**config.mk**
```make
export PLATFORM = sky130hd
export DESIGN_NAME = sub16_iter_flat
export DESIGN_NICKNAME = d
export VERILOG_FILES = /design/src/rtl/sub16_iter_if.sv /design/src/rtl/sub16_iter.sv /design/src/flat_wrapper.sv
export SDC_FILE = /design/constraint.sdc
export NUM_CORES = 1
export LEC_CHECK = 0
export ABC_AREA = 1
export BUFFER_PORTS_ARGS = -buffer_cell sky130_fd_sc_hd__buf_4
export CAP_MARGIN = 5
export CORE_AREA = 10 10 68 112
export DETAILED_ROUTE_END_ITERATION = 10
export DIE_AREA = 0 0 78 122
export PLACE_DENSITY_LB_ADDON = 0.08
export SYNTH_ARGS = -nofsm -noshare
export SYNTH_HDL_FRONTEND = slang
export SYNTH_SLANG_ARGS = --single-unit
```
**constraint.sdc**
```tcl
create_clock -name clk -period 2.16 [get_ports clk]
set_input_delay 0 -clock clk [delete_from_list [all_inputs] [get_ports clk]]
set_output_delay 0 -clock clk [all_outputs]
set_load 0.03 [all_outputs]
```
**src/rtl/sub16_iter_if.sv**
```systemverilog
// Operand/result bundle for the nibble-serial subtractor.
// The master drives the request side; the slave (the subtractor) drives status and results.
interface sub16_iter_if #(
  parameter int unsigned WIDTH = 16
);
  logic             start;
  logic [WIDTH-1:0] A;
  logic [WIDTH-1:0] B;
  logic             B_In;
  logic             busy;
  logic             done;
  logic [WIDTH-1:0] Diff;
  logic             b_out;
  logic             ovf;

  modport master (
    output start, A, B, B_In,
    input  busy, done, Diff, b_out, ovf
  );

  modport slave (
    input  start, A, B, B_In,
    output busy, done, Diff, b_out, ovf
  );
endinterface

```
**src/rtl/sub16_iter.sv**
```systemverilog
// Nibble-serial subtractor: Diff = A - B - B_In, one NIB-bit slice per cycle, LSB slice first.
// Results are published only on the completion edge and held until the next one or reset.
module sub16_iter #(
  parameter int unsigned WIDTH = 16,
  parameter int unsigned NIB   = 4
) (
  input  logic        clk,
  input  logic        rst_n,
  sub16_iter_if.slave bus
);

  // WIDTH must be a multiple of NIB with at least two slices.
  localparam int unsigned STEPS = WIDTH / NIB;
  localparam int unsigned KW    = (STEPS > 1) ? $clog2(STEPS) : 1;
  localparam logic [KW-1:0] K_LAST = KW'(STEPS - 1);

  localparam logic [1:0] IDLE = 2'd0;
  localparam logic [1:0] CALC = 2'd1;
  localparam logic [1:0] DONE = 2'd2;

  logic [1:0]       state;
  logic [WIDTH-1:0] a_sh;
  logic [WIDTH-1:0] b_sh;
  logic [WIDTH-1:0] acc;
  logic [WIDTH-1:0] diff_q;
  logic [KW-1:0]    k;
  logic             borrow;
  logic             done_q;
  logic             b_out_q;
  logic             ovf_q;

  logic [NIB:0]     step;
  logic [WIDTH-1:0] result;
  logic             last;
  logic             accept;
  logic             ovf_next;

  // Operands shift right each cycle so the active slice always sits in the low NIB bits;
  // on the final slice those low bits hold the original sign bits of A and B.
  always_comb begin
    step     = {1'b0, a_sh[NIB-1:0]} - {1'b0, b_sh[NIB-1:0]} - (NIB+1)'(borrow);
    result   = {step[NIB-1:0], acc[WIDTH-1:NIB]};
    last     = (k == K_LAST);
    accept   = bus.start && ((state == IDLE) || (state == DONE));
    ovf_next = (a_sh[NIB-1] != b_sh[NIB-1]) && (step[NIB-1] != a_sh[NIB-1]);
  end

  always_ff @(posedge clk or negedge rst_n) begin
    if (!rst_n) begin
      state   <= IDLE;
      a_sh    <= '0;
      b_sh    <= '0;
      acc     <= '0;
      diff_q  <= '0;
      k       <= '0;
      borrow  <= 1'b0;
      done_q  <= 1'b0;
      b_out_q <= 1'b0;
      ovf_q   <= 1'b0;
    end else begin
      done_q <= 1'b0;
      if (accept) begin
        state  <= CALC;
        a_sh   <= bus.A;
        b_sh   <= bus.B;
        borrow <= bus.B_In;
        k      <= '0;
      end else begin
        case (state)
          CALC: begin
            a_sh   <= a_sh >> NIB;
            b_sh   <= b_sh >> NIB;
            acc    <= result;
            borrow <= step[NIB];
            k      <= k + KW'(1);
            if (last) begin
              state   <= DONE;
              diff_q  <= result;
              b_out_q <= step[NIB];
              ovf_q   <= ovf_next;
              done_q  <= 1'b1;
            end
          end
          DONE:    state <= IDLE;
          IDLE:    state <= IDLE;
          default: state <= IDLE;
        endcase
      end
    end
  end

  always_comb begin
    bus.busy  = (state == CALC);
    bus.done  = done_q;
    bus.Diff  = diff_q;
    bus.b_out = b_out_q;
    bus.ovf   = ovf_q;
  end

endmodule

```
**src/flat_wrapper.sv**
```systemverilog
// flat-port wrapper written by rule: the top's interface ports become plain ports
module sub16_iter_flat 
#(
  parameter int unsigned WIDTH = 16,
  parameter int unsigned NIB   = 4
)
  (clk, rst_n, bus_start, bus_A, bus_B, bus_B_In, bus_busy, bus_done, bus_Diff, bus_b_out, bus_ovf);
  sub16_iter_if #(.WIDTH(WIDTH)) bus_i ();
  input  logic clk;
  input  logic rst_n;
  input wire logic [$bits(bus_i.start)-1:0] bus_start;
  input wire logic [$bits(bus_i.A)-1:0] bus_A;
  input wire logic [$bits(bus_i.B)-1:0] bus_B;
  input wire logic [$bits(bus_i.B_In)-1:0] bus_B_In;
  output wire logic [$bits(bus_i.busy)-1:0] bus_busy;
  output wire logic [$bits(bus_i.done)-1:0] bus_done;
  output wire logic [$bits(bus_i.Diff)-1:0] bus_Diff;
  output wire logic [$bits(bus_i.b_out)-1:0] bus_b_out;
  output wire logic [$bits(bus_i.ovf)-1:0] bus_ovf;
  assign bus_i.start = bus_start;
  assign bus_i.A = bus_A;
  assign bus_i.B = bus_B;
  assign bus_i.B_In = bus_B_In;
  assign bus_busy = bus_i.busy;
  assign bus_done = bus_i.done;
  assign bus_Diff = bus_i.Diff;
  assign bus_b_out = bus_i.b_out;
  assign bus_ovf = bus_i.ovf;
  sub16_iter #(.WIDTH(WIDTH), .NIB(NIB)) u_core (.clk(clk), .rst_n(rst_n), .bus(bus_i));
endmodule
```
# [Word-level counts from Yosys, hierarchy flattened]
# Cells that the tools add are included.
[totals] input_bits=36 register_bits=72 output_inout_bits=20
[classes] bitwise=1 n_reduce_logical=7 eq_ne=6 muxes=14 n_addsub=3
[ops] cell="two-way mux 16 bit" count=4
[ops] cell="two-way mux 2 bit" count=5
[ops] cell="two-way mux 1 bit" count=5
[ops] cell="subtractor 4 x 4 -> 5 bit" count=1
[ops] cell="subtractor 5 x 1 -> 5 bit" count=1
[ops] cell="== test 2 bit (second input constant)" count=2
[ops] cell="!= test 3 x 1 -> 1 bit (second input constant)" count=1
[ops] cell="AND reduction 3 bit" count=1
[ops] cell="adder 2 x 1 -> 2 bit (second input constant)" count=1
[ops] cell="== test 2 x 1 -> 1 bit (second input constant)" count=1
[ops] cell="logical AND 1 bit" count=2
[ops] cell="zero test 2 bit" count=1
[ops] cell="!= test 1 bit" count=2
[ops] cell="AND reduction 2 bit" count=1
[ops] cell="nonzero test 2 bit" count=1
[ops] cell="logical OR 1 bit" count=1
[ops] cell="NOT 1 bit" count=1

# [Longest topological paths before layout]
# Gate-level depths: netlist (run 1).
[depth] ltp_word=5 mapped_depth=11 ltp_nobuf=11

# [Worst setup path before layout (run 1)]
# Ideal clock, no wire load.
[synth_path] kind="register to register" start="register u_core.borrow" end="register u_core.borrow" period_less_slack_ns=1.949 stages_incl_launch_ff=12 arrival_ns=1.884 setup_ns=0.065 setup_slack_ns=0.211 path_buffers=0 cell_sequence="dfrtp_1 inv_1 fa_1 fa_1 inv_1 nand2_1 nand2_1 nand2_1 or2_2 nand3_1 nand2_1 nand2_1"
[synth_between] elab_chain_len=3
[synth_lines] item="start, declared" line_no="sub16_iter.sv:27" text="logic borrow;"
[synth_lines] item="start signal, assigned" line_no="sub16_iter.sv:66" text="borrow <= bus.B_In;"
[synth_lines] item="start signal, assigned" line_no="sub16_iter.sv:74" text="borrow <= step[NIB];"
[synth_lines] item="subtractor 5 x 1 -> 5 bit" line_no="sub16_iter.sv:41" text="step = {1'b0, a_sh[NIB-1:0]} - {1'b0, b_sh[NIB-1:0]} - (NIB+1)'(borrow);"
[synth_lines] item="two-way mux 1 bit" line_no="sub16_iter.sv:69" text="case (state)"
[synth_lines] item="two-way mux 1 bit" line_no="sub16_iter.sv:62" text="if (accept) begin"
# Every way passes these cells. The select of a mux whose other input is x is not followed.
# A chain may end at the register's enable or synchronous reset.

# [Worst setup path in the final report (run 1)]
# Ends and elaborated chain as after synthesis.

==> flow_metrics.env, run 1 <==
export IMPL_clk_pin_slew_ps=70
export IMPL_drive_above_1_share_pct=20.9
export IMPL_regArea_mm2=0.00170
export IMPL_crit_slowest_cell="fa_1"
export IMPL_htreeDepth=3
export IMPL_yosysSeqAreaShare_pct=56.9
export IMPL_grt_overflow_total=0
export IMPL_hold_class="input pin to flip-flop"
export IMPL_clockBufferDepth=2
export IMPL_worstReg2RegEnd="u_core.borrow$_DFFE_PN0P_"
export IMPL_gp_congestion=0.821
export IMPL_required_ps=2440
export IMPL_initial_core_util_pct=51.7
export IMPL_ff2ff_setup_slack_ps=170
export IMPL_synth_edf_count=0
export IMPL_maxSlewViolCount=0
export IMPL_fmax_ghz=0.504
export IMPL_min_delay_path_depth=3
export IMPL_end_kind="flip-flop"
export IMPL_syn_inst=321
export IMPL_wl_per_cell_um=13.5
export IMPL_placeableCoreArea_mm2=0.00579
export IMPL_synth_seq_cells=68
export IMPL_syn_to_final_growth_pct=32.0
export IMPL_critPathMaxStageDelay_ps=410
export IMPL_path_common_cell="nand2_1"
export IMPL_via_per_inst=4.90
export IMPL_fin_ws_ps=175
export IMPL_place_inst=443
export IMPL_multi_input_area_mm2=0.00101
export IMPL_pre_cts_slack_ps=119
export IMPL_hpwl_mm=4.51
export IMPL_fp_row_count=37
export IMPL_synth_flop_cell="dfrtp_1"
export IMPL_vias=2398
export IMPL_n_antenna_cell=0
export IMPL_slew_headroom_pct=45.1
export IMPL_clkSinkCount=68
export IMPL_dieArea_mm2=0.00952
export IMPL_ys_types=26
export IMPL_yosysWarnings=0
export IMPL_finalSetupTns_ps=0
export IMPL_fin_crit_ps=1990
export IMPL_drt_pass1_iter_count=4
export IMPL_ant_nets=0
export IMPL_syn_area_per_cell_um2=9.32
export IMPL_port_buffers=55
export IMPL_ff2ff_path_depth=11
export IMPL_die_h_um=122
export IMPL_drtIter0Drc=132
export IMPL_grt_max_degree=69
export IMPL_synth_area_mm2=0.00299
export IMPL_fin_cells=489
export IMPL_drv_cap=0
export IMPL_hold_violations=0
export IMPL_crit_family="adder cells"
export IMPL_die_width_um=78
export IMPL_crit_path_start_kind="flip-flop"
export IMPL_critical_path_class="flip-flop to flip-flop"
export IMPL_clock_latency_ps=330
export IMPL_async_reset_ff_share_pct=100
export IMPL_grt_pass1_vias=2410
export IMPL_hold_start="bus_A[8]"
export IMPL_grt_pass1_wl_mm=11.1
export IMPL_status="finished, final reports clean"
export IMPL_finalCritPeriodShare_pct=91.9
export IMPL_fillers=494
export IMPL_worstPathArrival_ps=2260
export IMPL_critPathMaxFanout=3
export IMPL_hold_path_end="u_core.a_sh[8]$_DFFE_PN0P_"
export IMPL_p_leak_nw=2.01
export IMPL_grt_util_all_layers_pct=14.3
export IMPL_syn_nets=366
export IMPL_fin_skew_ps=8.04
export IMPL_finalWirelength_mm=6.59
export IMPL_setup_viol=0
export IMPL_fin_nets=451
export IMPL_cts_tree="done"
export IMPL_rsz0062_at_grt="no"
export IMPL_num_io_pins=56
export IMPL_tightest_slew_ps=823
export IMPL_power_density_mw_per_mm2=1610
export IMPL_r2r_start="u_core.borrow$_DFFE_PN0P_"
export IMPL_post_route_drc_count=0
export IMPL_critical_path_buf_inv_count=2
export IMPL_path_cells="inv_1 > fa_2 > fa_1 > inv_1 > nand2_1 > nand2_1 > nand2_1 > or2_2 > nand3_1 > nand2_1 > nand2_1"
export IMPL_numCtsBuffers=9
export IMPL_antenna_found_initial=0
export IMPL_irDropWorstVdd_mv=0.766
export IMPL_clockRootBuffer="clkbuf_8"
-- cell usage after synthesis (2+ instances only) --
cell | instances | area, um^2
a21oi_1 | 6 | 30.0
buf_2 | 3 | 15.0
buf_4 | 4 | 30.0
buf_6 | 3 | 33.8
clkbuf_1 | 3 | 11.3
dfrtp_1 | 68 | 1700
fa_1 | 2 | 40.0
ha_1 | 7 | 87.6
inv_1 | 44 | 165
inv_2 | 4 | 15.0
nand2_1 | 80 | 300
nand2_4 | 3 | 33.8
nand3_1 | 10 | 50.1
nor2_1 | 11 | 41.3
o211ai_1 | 4 | 30.0
o21ai_0 | 31 | 155
o21ai_1 | 17 | 85.1
o21ai_2 | 2 | 17.5
o221ai_1 | 9 | 78.8
o22ai_1 | 3 | 18.8
xor2_1 | 2 | 17.5
-- per-layer routing --
layer	track usage, %	share of wire (%)	wire (um)
met3	3.98	5.2	341
met4	5.74	1.5	96
met5	0	0	0
met2	24.9	52	3430
met1	16.1	41	2730
-- stage by stage --
stage / cell area [um^2] / power (mW) / hold WS, ps / utilization (%)
floorplan: 2990 / 4.43 / -296 / -
finish: 3950 / 6.36 / 0.702 / 68.3
global route: 3950 / 6.93 / 12.8 / 68.3
global placement: 3430 / 5.16 / 162 / 59.3
detailed placement: 3430 / 5.24 / 160 / 59.3
CTS: 3950 / 6.44 / 0.541 / 68.2
-- how the worst max path moves through the flow --
stage | from | end | slack, ps | depth (start not counted)
floorplan | u_core.borrow$_DFFE_PN0P_ | u_core.borrow$_DFFE_PN0P_ | 210 | 11
global placement | u_core.borrow$_DFFE_PN0P_ | u_core.borrow$_DFFE_PN0P_ | 160 | 11
detailed placement | u_core.borrow$_DFFE_PN0P_ | u_core.borrow$_DFFE_PN0P_ | 120 | 11
CTS | u_core.borrow$_DFFE_PN0P_ | u_core.borrow$_DFFE_PN0P_ | 100 | 11
global route | u_core.borrow$_DFFE_PN0P_ | u_core.bus.ovf$_DFFE_PN0P_ | 20 | 11
finish | u_core.borrow$_DFFE_PN0P_ | u_core.borrow$_DFFE_PN0P_ | 170 | 11
-- state kept, by name (all words and copies together) (netlist names) --
name,count
u_core.a_sh,16
u_core.b_sh,16
u_core.bus.Diff,16
u_core.acc,12
u_core.k,2
u_core.state,2
u_core.borrow,1
u_core.bus.b_out,1
u_core.bus.done,1
u_core.bus.ovf,1
-- tightest hold or removal path: cells and delay by family --
family	cells	cell delay (ps)
buf+inv	1	70
compound gates	2	200
-- kinds of logic after synthesis --
| logic type | Yosys count | share of synthesized area, % |
|---|---|---|
| fa+ha+maj | 9 | 4.26 |
| compound gates | 73 | 14.2 |
| simple gates | 106 | 14.6 |
| flops | 68 | 56.9 |
| buf+inv | 63 | 9.49 |
| xor+xnor | 2 | 0.585 |
-- where the power goes --
part           leakage [nW]  total [mW]  switching, mW  internal, mW
combinational          1.05        3.08           1.96          1.13
sequential            0.854        2.15          0.267          1.88
clock                 0.113        1.13          0.451         0.676
total                  2.01        6.36           2.68          3.68
-- layout make-up --
cell class / count / share of cell area (%)
sequential: 68 / 43.1
multi-input combinational: 190 / 25.6
timing repair buffer: 88 / 18.6
inverter: 49 / 4.78
clock buffer: 11 / 3.58
tap: 78 / 2.47
clock inverter: 5 / 1.90
-- placed cells by master (no fill, tap or decap) --
cell	n
a21oi_1	6
a22o_1	1
buf_4	58
bufinv_16	2
clkbuf_1	1
clkbuf_8	10
clkinv_2	3
clkinv_4	1
dfrtp_1	68
dlygate4sd3_1	30
fa_1	1
fa_2	1
ha_1	7
inv_1	44
inv_2	4
nand2_1	80
nand2_2	1
nand2_4	3
nand3_1	10
nor2_1	11
o211ai_1	4
o21ai_0	31
o21ai_1	17
o21ai_2	2
o221ai_1	9
o22ai_1	3
or2_2	1
xor2_1	2
-- what timing repair did --
| item | in CTS | in global routing |
|---|---|---|
| hold buffers | 30 | 0 |
| setup buffers | 0 | 0 |
| resized for setup | 0 | 1 |
| endpoints found under the setup margin | 0 | 1 |
| endpoints found under the hold margin | 97 | 0 |
Power figures use the tool's default switching activity.
==> run 2: changes to the inputs <==
--- a/config.mk
+++ b/config.mk
@@ -8,9 +8,9 @@
 export ABC_AREA = 1
 export BUFFER_PORTS_ARGS = -buffer_cell sky130_fd_sc_hd__buf_4
 export CAP_MARGIN = 5
-export CORE_AREA = 10 10 68 112
+export CORE_AREA = 2 2 87 72
 export DETAILED_ROUTE_END_ITERATION = 10
-export DIE_AREA = 0 0 78 122
+export DIE_AREA = 0 0 89 74
 export PLACE_DENSITY_LB_ADDON = 0.08
 export SYNTH_ARGS = -nofsm -noshare
 export SYNTH_HDL_FRONTEND = slang
==> constraint.sdc (replaced) <==
create_clock -name clk -period 1.85 [get_ports clk]
set_input_delay 0 -clock clk [delete_from_list [all_inputs] [get_ports clk]]
set_output_delay 0 -clock clk [all_outputs]
set_load 0.03 [all_outputs]
==> run 2 against run 1 <==
The flow now finishes with violations (setup timing); wire length increased by 1.3%; design area up 3.5%; clock skew barely moved; hold slack improved by 69 ps; largest power group unchanged.
==> flow_metrics.env, run 2 (synthesis results as in run 1) <==
export IMPL_cts_tree="done"
export IMPL_fin_nets=460
export IMPL_vias=2436
export IMPL_fillers=487
export IMPL_power_density_mw_per_mm2=1970
export IMPL_finalSetupTns_ps=-156
export IMPL_pre_cts_slack_ps=-104
export IMPL_fin_ws_ps=-71.4
export IMPL_ant_nets=0
export IMPL_path_common_cell="nand2_2"
export IMPL_via_per_inst=4.87
export IMPL_drv_cap=0
export IMPL_hold_class="input pin to flip-flop"
export IMPL_crit_slowest_cell="fa_2"
export IMPL_crit_path_start_kind="flip-flop"
export IMPL_critical_path_class="flip-flop to flip-flop"
export IMPL_num_io_pins=56
export IMPL_setup_viol=3
export IMPL_n_antenna_cell=0
export IMPL_maxSlewViolCount=0
export IMPL_power_mw=8.05
export IMPL_finalCritPeriodShare_pct=104
export IMPL_syn_to_final_growth_pct=36.6
export IMPL_place_inst=449
export IMPL_tightest_slew_ps=853
export IMPL_initial_core_util_pct=52.0
export IMPL_post_route_drc_count=0
export IMPL_grt_max_degree=69
export IMPL_dr_wl_met3_um=277
export IMPL_path_cells="inv_2 > fa_2 > fa_2 > inv_2 > nand2_2 > nand2_2 > nand2_2 > or2_4 > nand3_2 > nand2_2 > nand2_1"
export IMPL_multi_input_area_mm2=0.00109
export IMPL_fmax_ghz=0.520
export IMPL_clock_latency_ps=340
export IMPL_critPathMaxStageDelay_ps=400
export IMPL_htreeDepth=3
export IMPL_placeableCoreArea_mm2=0.00576
export IMPL_critPathMaxFanout=2
export IMPL_fin_crit_ps=1920
export IMPL_fin_skew_ps=8.37
export IMPL_dieArea_mm2=0.00659
export IMPL_slew_headroom_pct=43.1
export IMPL_clockBufferDepth=2
export IMPL_drtIter0Drc=149
export IMPL_finalWirelength_mm=6.68
export IMPL_worstPathArrival_ps=2190
export IMPL_regArea_mm2=0.00170
export IMPL_hpwl_mm=4.11
export IMPL_grt_pass1_wl_mm=10.9
export IMPL_port_buffers=55
export IMPL_gp_congestion=0.749
export IMPL_drt_pass1_iter_count=4
export IMPL_fin_cells=500
export IMPL_status="complete, but fails checks"
export IMPL_die_width_um=89
export IMPL_final_cell_mix="71 x nand2_1, 68 x dfrtp_1, 62 x buf_4, 41 x inv_1, 33 x dlygate4sd3_1"
export IMPL_grt_pass1_vias=2378
export IMPL_grt_util_all_layers_pct=22.3
export IMPL_fp_row_count=25
export IMPL_required_ps=2120
export IMPL_violations="setup timing"
export IMPL_wl_per_cell_um=13.4
export IMPL_die_h_um=74
export IMPL_numCtsBuffers=9
export IMPL_fin_util_pct=71.0
export IMPL_drive_above_1_share_pct=26.0
export IMPL_clk_pin_slew_ps=60
export IMPL_rsz0062_at_grt="yes"
export IMPL_grt_overflow_total=0
export IMPL_wl_met1_mm=3.00
export IMPL_irDropWorstVdd_mv=1.20
export IMPL_highest_layer="met4"
export IMPL_end_kind="flip-flop"
export IMPL_dr_wl_met2_mm=3.33
export IMPL_clkSinkCount=68
export IMPL_hold_violations=0
export IMPL_antenna_found_initial=0
export IMPL_p_leak_nw=2.05
export IMPL_final_common_cell="nand2_1"
export IMPL_clockRootBuffer="clkbuf_8"
run 2: per-layer routing:
layer,track usage [%],vias to the layer above
li1,-,1219
met1,29.3,1153
met2,36.3,57
met3,6.77,7
met4,6.47,0
met5,0,-
run 2: path summary, 6_finish.rpt:
check	depth (start not counted)	slack (ps)	to	startpoint
max in group asynchronous	2	980	u_core.b_sh[12]$_DFFE_PN0P_	rst_n
hold reg to reg	1	480	u_core.k[0]$_DFFE_PN0P_	u_core.k[0]$_DFFE_PN0P_
setup reg to reg	11	-70	u_core.borrow$_DFFE_PN0P_	u_core.borrow$_DFFE_PN0P_
setup / recovery	11	-70	u_core.borrow$_DFFE_PN0P_	u_core.borrow$_DFFE_PN0P_
min in group asynchronous	2	300	u_core.a_sh[15]$_DFFE_PN0P_	rst_n
hold / removal	5	70	u_core.borrow$_DFFE_PN0P_	bus_B_In
run 2: through the flow:
stage / hold slack [ps] / cell area, um^2
after floorplan: -296 / 3000
after global placement: 168 / 3460
after detailed placement: 163 / 3460
after CTS: 39.9 / 4020
after global routing: 72.5 / 4090
final: 69.6 / 4090
run 2: report_power, final:
part	total (mW)	leakage, nW	internal [mW]	switching, mW
registers	2.51	0.854	2.20	0.317
clock network	1.16	0.0935	0.652	0.512
logic	4.38	1.10	1.73	2.64
total	8.05	2.05	4.58	3.47
run 2: layout make-up:
| class | instances | area share [%] |
|---|---|---|
| well taps | 81 | 2.48 |
| clock inverters | 2 | 0.857 |
| multi-input cells | 190 | 26.8 |
| flip-flops and latches | 68 | 41.6 |
| inverters | 49 | 4.62 |
| clock buffers | 13 | 3.64 |
| repair buffers | 97 | 20.0 |
run 2: timing repair:
| item | CTS | global route |
|---|---|---|
| endpoints found under the setup margin | 5 | 7 |
| hold buffers | 33 | 0 |
| gates resized for setup | 11 | 18 |
| hold endpoints to repair | 100 | 0 |
| buffers inserted | 2 | 1 |
| pin swaps | 4 | 8 |
run 2: worst max-delay path: cells and delay by family, from the launching register on:
| kind | cells | cell delay [ps] |
|---|---|---|
| flops | 1 | 370 |
| simple gates | 7 | 590 |
| fa+ha+maj | 2 | 780 |
| buf+inv | 2 | 120 |
